$ cat src/rtl/result_pipe_if.sv
// Bundle of EX-side producer inputs, forwarding lookups and write-back outputs
// for result_pipe. The pipeline core takes the slave modport.
interface result_pipe_if #(
  parameter int DATA_W = 32,
  parameter int ADDR_W = 5,
  parameter int DEPTH  = 3,
  parameter int NRD    = 2
);
  logic                   in_wreg;
  logic [ADDR_W-1:0]      in_wd;
  logic [DATA_W-1:0]      in_wdata;
  logic                   in_late;
  logic [DATA_W-1:0]      late_wdata;
  logic [DEPTH-1:0]       stall;
  logic                   flush;
  logic [NRD*ADDR_W-1:0]  rd_addr;
  logic [NRD-1:0]         rd_hit;
  logic [NRD*DATA_W-1:0]  rd_data;
  logic [NRD-1:0]         rd_stall;
  logic                   wb_wreg;
  logic [ADDR_W-1:0]      wb_wd;
  logic [DATA_W-1:0]      wb_wdata;
  logic                   busy;

  modport master (
    output in_wreg, in_wd, in_wdata, in_late, late_wdata, stall, flush, rd_addr,
    input  rd_hit, rd_data, rd_stall, wb_wreg, wb_wd, wb_wdata, busy
  );

  modport slave (
    input  in_wreg, in_wd, in_wdata, in_late, late_wdata, stall, flush, rd_addr,
    output rd_hit, rd_data, rd_stall, wb_wreg, wb_wd, wb_wdata, busy
  );
endinterface

$ cat src/rtl/result_pipe.sv
// Result pipeline from EX to write-back: DEPTH stages with per-stage stall and
// bubble insertion, global flush, late (load) data capture and forwarding ports.
module result_pipe #(
  parameter int DATA_W   = 32,
  parameter int ADDR_W   = 5,
  parameter int DEPTH    = 3,
  parameter int NRD      = 2,
  parameter int LATE_STG = 2
) (
  input logic          clk,
  input logic          rst,
  result_pipe_if.slave bus
);

  logic [DEPTH-1:0]  vld;
  logic [DEPTH-1:0]  rdy;
  logic [ADDR_W-1:0] wd    [DEPTH];
  logic [DATA_W-1:0] wdata [DEPTH];

  always_ff @(posedge clk) begin
    if (rst || bus.flush) begin
      for (int i = 0; i < DEPTH; i++) begin
        vld[i]   <= 1'b0;
        rdy[i]   <= 1'b1;
        wd[i]    <= '0;
        wdata[i] <= '0;
      end
    end else begin
      if (!bus.stall[0]) begin
        vld[0]   <= bus.in_wreg;
        wd[0]    <= bus.in_wd;
        wdata[0] <= bus.in_wdata;
        rdy[0]   <= ~bus.in_late;
      end
      for (int i = 1; i < DEPTH; i++) begin
        if (!bus.stall[i]) begin
          if (bus.stall[i-1]) begin
            vld[i]   <= 1'b0;
            rdy[i]   <= 1'b1;
            wd[i]    <= '0;
            wdata[i] <= '0;
          end else begin
            vld[i] <= vld[i-1];
            wd[i]  <= wd[i-1];
            // Pending load result is filled in as it crosses into the capture stage.
            if (i == LATE_STG && vld[i-1] && !rdy[i-1]) begin
              wdata[i] <= bus.late_wdata;
              rdy[i]   <= 1'b1;
            end else begin
              wdata[i] <= wdata[i-1];
              rdy[i]   <= rdy[i-1];
            end
          end
        end
      end
    end
  end

  logic [ADDR_W-1:0] rd_a [NRD];
  for (genvar p = 0; p < NRD; p++) begin : g_rd_addr
    assign rd_a[p] = bus.rd_addr[p*ADDR_W +: ADDR_W];
  end

  logic [NRD-1:0]        fwd_hit;
  logic [NRD-1:0]        fwd_stall;
  logic [NRD*DATA_W-1:0] fwd_data;

  // Scan oldest to youngest so the youngest matching stage is the last writer.
  always_comb begin
    fwd_hit   = '0;
    fwd_stall = '0;
    fwd_data  = '0;
    for (int p = 0; p < NRD; p++) begin
      for (int s = DEPTH - 1; s >= 0; s--) begin
        if (vld[s] && (rd_a[p] != '0) && (wd[s] == rd_a[p])) begin
          fwd_hit[p]                    = 1'b1;
          fwd_stall[p]                  = ~rdy[s];
          fwd_data[p*DATA_W +: DATA_W]  = wdata[s];
        end
      end
    end
  end

  assign bus.rd_hit   = fwd_hit;
  assign bus.rd_stall = fwd_stall;
  assign bus.rd_data  = fwd_data;
  assign bus.wb_wreg  = vld[DEPTH-1];
  assign bus.wb_wd    = wd[DEPTH-1];
  assign bus.wb_wdata = wdata[DEPTH-1];
  assign bus.busy     = |vld;

endmodule

$ cat src/flat_wrapper.sv
// flat-port wrapper written by rule: the top's interface ports become plain ports
module result_pipe_flat 
#(
  parameter int DATA_W   = 32,
  parameter int ADDR_W   = 5,
  parameter int DEPTH    = 3,
  parameter int NRD      = 2,
  parameter int LATE_STG = 2
)
  (clk, rst, bus_in_wreg, bus_in_wd, bus_in_wdata, bus_in_late, bus_late_wdata, bus_stall, bus_flush, bus_rd_addr, bus_rd_hit, bus_rd_data, bus_rd_stall, bus_wb_wreg, bus_wb_wd, bus_wb_wdata, bus_busy);
  result_pipe_if #(.DATA_W(DATA_W), .ADDR_W(ADDR_W), .DEPTH(DEPTH), .NRD(NRD)) bus_i ();
  input logic clk;
  input logic rst;
  input wire logic [$bits(bus_i.in_wreg)-1:0] bus_in_wreg;
  input wire logic [$bits(bus_i.in_wd)-1:0] bus_in_wd;
  input wire logic [$bits(bus_i.in_wdata)-1:0] bus_in_wdata;
  input wire logic [$bits(bus_i.in_late)-1:0] bus_in_late;
  input wire logic [$bits(bus_i.late_wdata)-1:0] bus_late_wdata;
  input wire logic [$bits(bus_i.stall)-1:0] bus_stall;
  input wire logic [$bits(bus_i.flush)-1:0] bus_flush;
  input wire logic [$bits(bus_i.rd_addr)-1:0] bus_rd_addr;
  output wire logic [$bits(bus_i.rd_hit)-1:0] bus_rd_hit;
  output wire logic [$bits(bus_i.rd_data)-1:0] bus_rd_data;
  output wire logic [$bits(bus_i.rd_stall)-1:0] bus_rd_stall;
  output wire logic [$bits(bus_i.wb_wreg)-1:0] bus_wb_wreg;
  output wire logic [$bits(bus_i.wb_wd)-1:0] bus_wb_wd;
  output wire logic [$bits(bus_i.wb_wdata)-1:0] bus_wb_wdata;
  output wire logic [$bits(bus_i.busy)-1:0] bus_busy;
  assign bus_i.in_wreg = bus_in_wreg;
  assign bus_i.in_wd = bus_in_wd;
  assign bus_i.in_wdata = bus_in_wdata;
  assign bus_i.in_late = bus_in_late;
  assign bus_i.late_wdata = bus_late_wdata;
  assign bus_i.stall = bus_stall;
  assign bus_i.flush = bus_flush;
  assign bus_i.rd_addr = bus_rd_addr;
  assign bus_rd_hit = bus_i.rd_hit;
  assign bus_rd_data = bus_i.rd_data;
  assign bus_rd_stall = bus_i.rd_stall;
  assign bus_wb_wreg = bus_i.wb_wreg;
  assign bus_wb_wd = bus_i.wb_wd;
  assign bus_wb_wdata = bus_i.wb_wdata;
  assign bus_busy = bus_i.busy;
  result_pipe #(.DATA_W(DATA_W), .ADDR_W(ADDR_W), .DEPTH(DEPTH), .NRD(NRD), .LATE_STG(LATE_STG)) u_core (.clk(clk), .rst(rst), .bus(bus_i));
endmodule
$ cat config.mk
export PLATFORM = sky130hd
export DESIGN_NAME = result_pipe_flat
export DESIGN_NICKNAME = d
export VERILOG_FILES = /design/src/rtl/result_pipe_if.sv /design/src/rtl/result_pipe.sv /design/src/flat_wrapper.sv
export SDC_FILE = /design/constraint.sdc
export NUM_CORES = 1
export LEC_CHECK = 0
export ABC_CLOCK_PERIOD_IN_PS = 1800
export BUFFER_PORTS_ARGS = -buffer_cell sky130_fd_sc_hd__buf_2
export CAP_MARGIN = 20
export CORE_MARGIN = 5
export CORE_UTILIZATION = 47
export CTS_CLUSTER_SIZE = 30
export DETAILED_ROUTE_END_ITERATION = 10
export PLACE_DENSITY_LB_ADDON = 0.08
export SYNTH_ARGS = -nofsm -noshare
export SYNTH_HDL_FRONTEND = slang
export SYNTH_SLANG_ARGS = --single-unit
$ cat constraint.sdc
create_clock -name clk -period 1.8 [get_ports clk]
set_input_delay 0.27 -clock clk [delete_from_list [all_inputs] [get_ports clk]]
set_output_delay 0.27 -clock clk [all_outputs]
set_load 0.01 [all_outputs]
# Yosys cells after proc, flatten, opt, wreduce, memory -nomap -nowiden
# Memories as Yosys holds them, arrays and structs flattened.
# Cells that the tools add are included.
# W data, S select, Z words.
dict set report op_classes {
  n_eq_ne 6
  muxes 64
  n_bitwise 15
  reduce_logical 18
}
# cell n
set op_table {}
lappend op_table {{$mux W32} 12}
lappend op_table {{$mux W1} 47}
lappend op_table {{$eq A5 B5 Y1} 6}
lappend op_table {{$mux W5} 5}
lappend op_table {{$logic_and A1 B1 Y1} 13}
lappend op_table {{$or A1 B1 Y1} 11}
lappend op_table {{$reduce_bool A5 Y1} 2}
lappend op_table {{$not A1 Y1} 4}
lappend op_table {{$reduce_or A3 Y1} 1}
lappend op_table {{$logic_not A1 Y1} 1}
lappend op_table {{$logic_or A1 B1 Y1} 1}
dict set report word_totals {
  mem_bits_rw 111
  n_memories 2
  elab_cells 111
  regBits 6
}
# name depth width rd rd_clocked_by_memory_dff write_ports line_no
set memory_table {}
lappend memory_table {u_core.wdata 3 32 3 0 3 result_pipe.sv:18} ;# logic [DATA_W-1:0] wdata [DEPTH];
lappend memory_table {u_core.wd 3 5 3 0 3 result_pipe.sv:17} ;# logic [ADDR_W-1:0] wd [DEPTH];

# Logic depth before layout (Yosys ltp)
# Gate-level depths: netlist of the first run.
dict set report depth {
  ltp_word 9
  depth_mapped 7
}

# Worst setup path after synthesis of the first run
# OpenSTA, ideal clock, no wires.
dict set report synth_timing {
  path_kind {register to output}
  start {memory u_core.wd[2][2]}
  end {output port bus_rd_data[10]}
  path_stages_with_launch 6
  t_required_ps 1530
  arrival_time_ps 1776
  path_slack_ps -246
  cell_sequence {edfxtp_1 > xor2_1 > nor4_2 > clkbuf_1 > nand4_1 > a21oi_1}
}
# element line_no
set synth_lines {}
lappend synth_lines {{start: declaration} result_pipe.sv:17}
lappend synth_lines {{end: declaration} flat_wrapper.sv:23} ;# output wire logic [$bits(bus_i.rd_data)-1:0] bus_rd_data;

==> impl_results.md, run 1 <==
- Clk buf depth: 2
- Largest net degree at the start of global routing: 39
- H-tree Lvls: 4
- Top Usage Layer GRT: met2
- Static Leak: 4.51 nW
- Vias in the first global route: just under 7000
- Setup violators final: 68
- Final Cycle Share: 1.51
- EDFF count, synth: 111
- Syn Nets: about 790
- Seq/Total Area, Yosys: 0.526
- Post-layout util: 0.770
- Failing checks: setup timing
- Library cells used by synthesis: 39
- Clk_lat worst skew: around 0.42 ns
- Top FF cell, synth: edfxtp_1
- VDD IR-drop max: between 0.0005 and 0.0006 V
- Nets: 1053
- Synth top area share: 0.507
- Placed Area: about 9000 µm²
- Yosys reg bits: 117
- Pwr per Cell Area: between 700 and 800 nW/µm²
- Top Ports: 194
- RSZ-0062 raised after global routing: true
- Clock slew at reported path FFs: around 0.060 ns
- FP Rows: between 40 and 50
- Final hold slack: 0.122 ns
- CTS Buf Count: 17
- Critical-path maximum fanout: 13
- Post-Syn Instances: 701
- Met3 usage: 0.0679
- Clk root buf: clkbuf_16
- Remaining antenna violation count: 0
- WS Path Type: flip-flop to primary output
- Max_cap viols: 0
- Post-DR vias/cell: 6.16
- DR iter-0 viols: 836
- Chip width: around 130 µm
- CTS hold repair buffers: 0
- Synth Warn #: 0
- Post-synth top cells: a21oi_1, edfxtp_1, nand2_1
- Gpl congestion: about 0.92
- Final hold viol count: 0
- Largest area contributor in the netlist: edfxtp_1
- Drt pass-1 iters: 6
- Initial antenna violation count: 0
- Final worst setup slack: -0.918 ns
- Die H: ~130 µm
- Met2 usage: 0.511
- GRT Util Overall: 0.306
- Final Max Tran Viols: 0
- Average size of a mapped cell: around 9.4 µm²
- Slew @ Worst Pin: approximately 0.45 ns
- Area delta synth->final: 61.4%
- Status: finished with violations
- Layout cells sized above 1: 0.505
- F_max: 368 MHz
- Total die area: 16400 µm²
- CP Capture Type: primary output
- Clk_skew: between 0.003 and 0.004 ns
- Critical path arrival: around 2.5 ns
- Hold Path Class: input port to flip-flop
- Async S/R FF share, synth: 0
- TritonCTS clock tree: done
- DRC: 0
- GR Util met1: 0.382
- Clock sink count: ~120
- Tmin final: between 2 and 3 ns
- Final Cell Area: ~11000 µm²
- PnR Total Power: a little under 8 mW
- Post-DP HPWL: around 16 mm
- Starting Density: 0.477
- Core area: about 14000 µm²
- First-pass GRT wire length: ~38 mm
- Leading post-synthesis cells by cell area: edfxtp_1, a21oi_1, and2_1
- Gr ovfl total: 0
- Port bufs: slightly below 200
- Rel. slew slack: 0.700
- Critical Path Source Type: flip-flop
- Post-Syn Area: around 6600 µm²
- Final wirelength: around 27 mm
- CP Cell Sequence: xor2_2 > nor4b_4 > and3_4 > buf_12 > a21oi_1 > a21oi_2 > buf_2
- Most common cell in the netlist: a21oi_1
- Vias: a little over 7000
- CP required: approximately 1.5 ns
- Critical path's largest stage delay: 0.48 ns
- WL per Instance: 23.7 µm
- Finished Layout Cells: 1158
- Slowest CP cell: edfxtp_1
- Cell total after placement: approximately 1100
- Ant. Diodes: 0
[kinds of logic (layout without fill, tap and decap cells)]
group | after synthesis | after routing | synth area share
AO/OA/AOI/OAI | 162 | 162 | 0.129
XOR/XNOR | 30 | 30 | 0.0400
buffers and inverters | 62 | 339 | 0.0432
AND/OR/NAND/NOR | 328 | 328 | 0.260
multiplexers | 2 | 2 | 0.00324
flip-flops | 117 | 117 | 0.526
[routing by layer]
| metal | share of wire | up-vias |
|---|---|---|
| met5 | 0 | - |
| met1 | 0.36 | 3440 |
| li1 | - | 3063 |
| met3 | 0.11 | 82 |
| met2 | 0.50 | 547 |
| met4 | 0.031 | 0 |
[path summary, 6_finish.rpt]
path | depth (start not counted) | startpoint | slack, ns | to
max | 7 | u_core.wd[1][4]$_SDFFCE_PN0P_ | -0.92 | bus_rd_data[50]
min | 2 | bus_in_wdata[21] | 0.12 | u_core.wdata[0][21]$_SDFFCE_PP0P_
max reg2reg | 6 | u_core.vld[1]$_SDFFE_PP0N_ | 0.29 | u_core.wdata[2][13]$_SDFFCE_PN0P_
min reg2reg | 2 | u_core.rdy[0]$_SDFFE_PP1N_ | 0.54 | u_core.rdy[1]$_SDFFE_PP1N_
[cell type report]
cell class | instances | area (µm²)
Multi-Input combinational cell | 522 | 3660
Tap cell | 180 | 225
Fill cell | 901 | 3170
Timing Repair Buffer | 307 | 2620
Clock inverter | 13 | 211
Clock buffer | 18 | 429
Inverter | 1 | 3.75
Sequential cell | 117 | 3460
[critical path, delay by kind of cell (launching register included)]
kind / cells / cell delay [ns]
compound gates: 2 / 0.26
flops: 1 / 0.48
simple gates: 2 / 0.72
xor+xnor: 1 / 0.22
buf+inv: 2 / 0.33
[sequential cells by signal, summed over array words and instances, names as in the netlist]
name,flops
u_core.wdata,96
u_core.wd,15
u_core.rdy,3
u_core.vld,3
[metrics by stage]
step,TNS [ns],setup WS (ns)
floorplan,-5.65,-0.118
global placement,-23.17,-0.425
detailed placement,-25.06,-0.451
CTS,-49.59,-0.778
global route,-60.71,-0.952
finish,-57.45,-0.918
[timing repair]
item                                    CTS  global route
gates cloned                             10            10
endpoints found under the setup margin   69            68
resized for setup                        72            63
hold endpoints to repair                  0             0
buffers inserted                         11            13
pin swaps                                31            49
[report_power, final]
part	internal, mW	switching [mW]	total, mW
logic	0.314	0.339	0.653
clock network	2.56	1.23	3.78
registers	3.12	0.149	3.27
[cells in the final DEF, fill, tap and decap left out, drive strengths merged, types with 3 or more instances in the layout]
master  count
or3         4
a31oi      10
clkinv      6
nand2      81
xnor2      19
nand3       4
edfxtp    111
nand4      67
nor2b       3
clkbuf     27
nor3        4
bufinv      6
nor2       71
buf       298
and2       79
xor2       11
dfxtp       6
a21oi     146
nor4        5
No activity file was read; power rests on OpenSTA's default activity.
==> run 2, diff against run 1 <==
- CORE_ASPECT_RATIO: unset -> 1.5
- TNS_END_PERCENT: unset -> 10
==> run 2 against run 1 <==
Effect of this change:
- the run still ends with setup timing left
- die area up 0.29%
- sequential power about the same
- sequential share of layout area increased by 4.4 points
- critical path type unchanged
- largest power group is now sequential cells
==> impl_results.md, run 2 (synthesized netlist as in run 1, its figures left out) <==
- Chip width: 107 µm (-17%)
- Commonest non-fill, non-tap cell in the layout: buf_2
- Total die area: 16500 µm² (+0.29%)
- Vias: 6675 (-6.4%)
- Slowest CP cell: edfxtp_1
- Pwr per Cell Area: 733 nW/µm² (+0.99%)
- Clk buf depth: 2 (unchanged)
- Post-layout util: 0.674 (-0.0959)
- Largest net degree at the start of global routing: 39 (unchanged)
- Final worst setup slack: -0.792 ns (+0.126 ns)
- Core area: 13900 µm² (+0.63%)
- Pre-CTS setup slack: -0.387 ns (+0.0640 ns)
- Switching pwr: 1.62 mW (-5.7%)
- Final Max Tran Viols: 0 (unchanged)
- RSZ-0062 raised after global routing: true
- Cell total after placement: 1061 (-2.3%)
- Setup violators final: 68 (unchanged)
- DRC: 0 (unchanged)
- Sequential power share: 0.474 (+0.050)
- Clk_lat worst skew: 0.41 ns (about the same)
- DR top layer: met4
- H-tree Lvls: 4 (unchanged)
- Post-DP HPWL: 16.3 mm (+1.0%)
- Sequential Area: 3450 µm² (about the same)
- Layout cells sized above 1: 0.423 (-0.0823)
- Rel. slew slack: 0.700 (about the same)
- Static Leak: 3.99 nW (-12%)
- Area taken by multi-input logic gates: 3250 µm² (-11%)
- Fillers: 1125 (+25%)
- Clock sink count: 117 (unchanged)
- Die H: 155 µm (+21%)
- Clock share of power: 0.443 (-0.048)
- Critical path arrival: 2.32 ns (-0.13 ns)
- Wire length on met3: 2.23 mm (-27%)
- Top flop regs: u_core.wdata: 96 flops, u_core.wd: 15 flops
- TritonCTS clock tree: done
- Switching share of power: 0.236 (+0.0133)
- F_max: 386 MHz (+4.9%)
- Gpl congestion: 0.925 (+0.16%)
- Critical path's largest stage delay: 0.50 ns (+0.02 ns)
- WL met2: 12.4 mm (-8.7%)
- Clk root buf: clkbuf_16
- CP required: 1.53 ns (about the same)
- Initial antenna violation count: 1 (+1)
- Largest reg by FF count: u_core.wdata
- Finished Layout Cells: 1105 (-4.6%)
- Max reg flops: 96 (unchanged)
- DR iter-0 viols: 686 (-18%)
- Status: finished with violations
- Starting Density: 0.474 (-0.00297)
- Hold Path Class: input port to flip-flop
- Clk_skew: 0.00998 ns (+0.00613 ns)
- Post-DR vias/cell: 6.04 (-1.9%)
- Final Cycle Share: 1.44 (-0.0700)
- Port bufs: 193 (unchanged)
- Internal Power: 5.24 mW (-13%)
- Number of buffers and inverters on the critical path: 3 (+1)
- Met1 wire length: 8.87 mm (-11%)
- Tmin final: 2.59 ns (-0.126 ns)
- Area delta synth->final: 42.2%
- WS Path Type: flip-flop to primary output
- Top Ports: 194 (unchanged)
- Top delay family on crit path: flip-flops
- Gr ovfl total: 0 (unchanged)
- CP Capture Type: primary output
- Placed Area: 8450 µm² (-3.4%)
- Final wirelength: 24.3 mm (-12%)
- Final hold viol count: 0 (unchanged)
- CP Cell Sequence: xnor2_2 > nand3_2 > nor4_4 > buf_6 > buf_8 > nand4_1 > a31oi_1 > buf_2
- Critical Path Source Type: flip-flop
- FP Rows: 53 (+23%)
- Final Cell Area: 9340 µm² (-12%)
- CTS Buf Count: 17 (unchanged)
- Vias in the first global route: 6772 (-2.2%)
- PnR Total Power: 6.85 mW (-11%)
- Remaining antenna violation count: 0 (unchanged)
- Slew @ Worst Pin: 0.449 ns (+0.000165 ns)
- Failing checks: setup timing
- Commonest cells after routing, fill and taps aside: buf_2, edfxtp_1, a21oi_1, and2_1, nand2_1
- Clock slew at reported path FFs: 0.05 ns (about the same)
- VDD IR-drop max: 0.000466 V (-19%)
- Max_cap viols: 0 (unchanged)
- Nets: 1016 (-3.5%)
- Critical-path maximum fanout: 7 (-6)
- Drt pass-1 iters: 8 (+2)
- First-pass GRT wire length: 36.3 mm (-5.6%)
- GRT Util Overall: 0.284 (-0.0222)
- WL per Instance: 22.0 µm (-7.3%)
- Logic pwr share: 0.083 (-0.002)
## run 2: cell count changes in the layout (fill, tap and decap cells not counted), moves of 7 or more
cell,previous run,this run
buf_12,30,23
nand2_4,7,0
nor2_1,48,61
buf_2,184,192
buf_4,52,41
nor2_2,19,9
a21oi_1,63,95
clkbuf_16,26,18
buf_6,19,10
a21oi_2,78,51
## run 2: path summary, 6_finish.rpt
| kind | start | to | slack [ns] | cells after the start |
|---|---|---|---|---|
| max reg2reg | u_core.vld[1]$_SDFFE_PP0N_ | u_core.wdata[2][8]$_SDFFCE_PN0P_ | 0.15 | 5 |
| min reg2reg | u_core.rdy[0]$_SDFFE_PP1N_ | u_core.rdy[1]$_SDFFE_PP1N_ | 0.50 | 2 |
| max | u_core.wd[2][0]$_SDFFCE_PN0P_ | bus_rd_data[9] | -0.79 | 8 |
| min | bus_in_wreg | u_core.vld[0]$_SDFFE_PP0N_ | 0.10 | 3 |
## run 2: stage by stage
step | hold WS [ns] | setup TNS, ns
floorplan | 0.414 | -5.90
global placement | 0.485 | -20.47
detailed placement | 0.486 | -22.46
CTS | 0.0890 | -46.64
global route | 0.110 | -54.49
finish | 0.100 | -47.75
## run 2: per-layer routing
| layer | up-vias | GRT usage |
|---|---|---|
| li1 | 2978 | - |
| met1 | 3187 | 0.348 |
| met2 | 445 | 0.485 |
| met3 | 65 | 0.0476 |
| met4 | 0 | 0.136 |
| met5 | - | 0 |
## run 2: worst min-delay path, cell delays in order
cell,delay [ns]
buf_2,0.07
mux2i_1,0.05
nor2_1,0.07
## run 2: area by class of cell
| type | instances | area share |
|---|---|---|
| multi-input combinational | 522 | 0.347 |
| sequential | 117 | 0.370 |
| timing repair buffer | 270 | 0.205 |
| inverter | 1 | 0.000402 |
| clock inverter | 12 | 0.00991 |
| antenna | 1 | 0.000268 |
| clock buffer | 17 | 0.0455 |
| tap | 165 | 0.0221 |
## run 2: timing repair
| item | in CTS | in global routing |
|---|---|---|
| gates resized for setup | 32 | 28 |
| cloned | 2 | 1 |
| setup buffers | 5 | 6 |
| pin swaps | 22 | 22 |
| hold buffers | 0 | 0 |
| endpoints found under the setup margin | 68 | 68 |
| hold endpoints to repair | 0 | 0 |
## run 2: power by group through the flow
stage,combinational [mW],sequential (mW),clock [mW]
4_1_cts,0.535,3.24,3.06
6_report,0.569,3.25,3.03
3_5_place_dp,0.517,3.29,0
3_3_place_gp,0.512,3.29,0
2_1_floorplan,0.198,3.27,0
5_1_grt,0.604,3.26,3.20
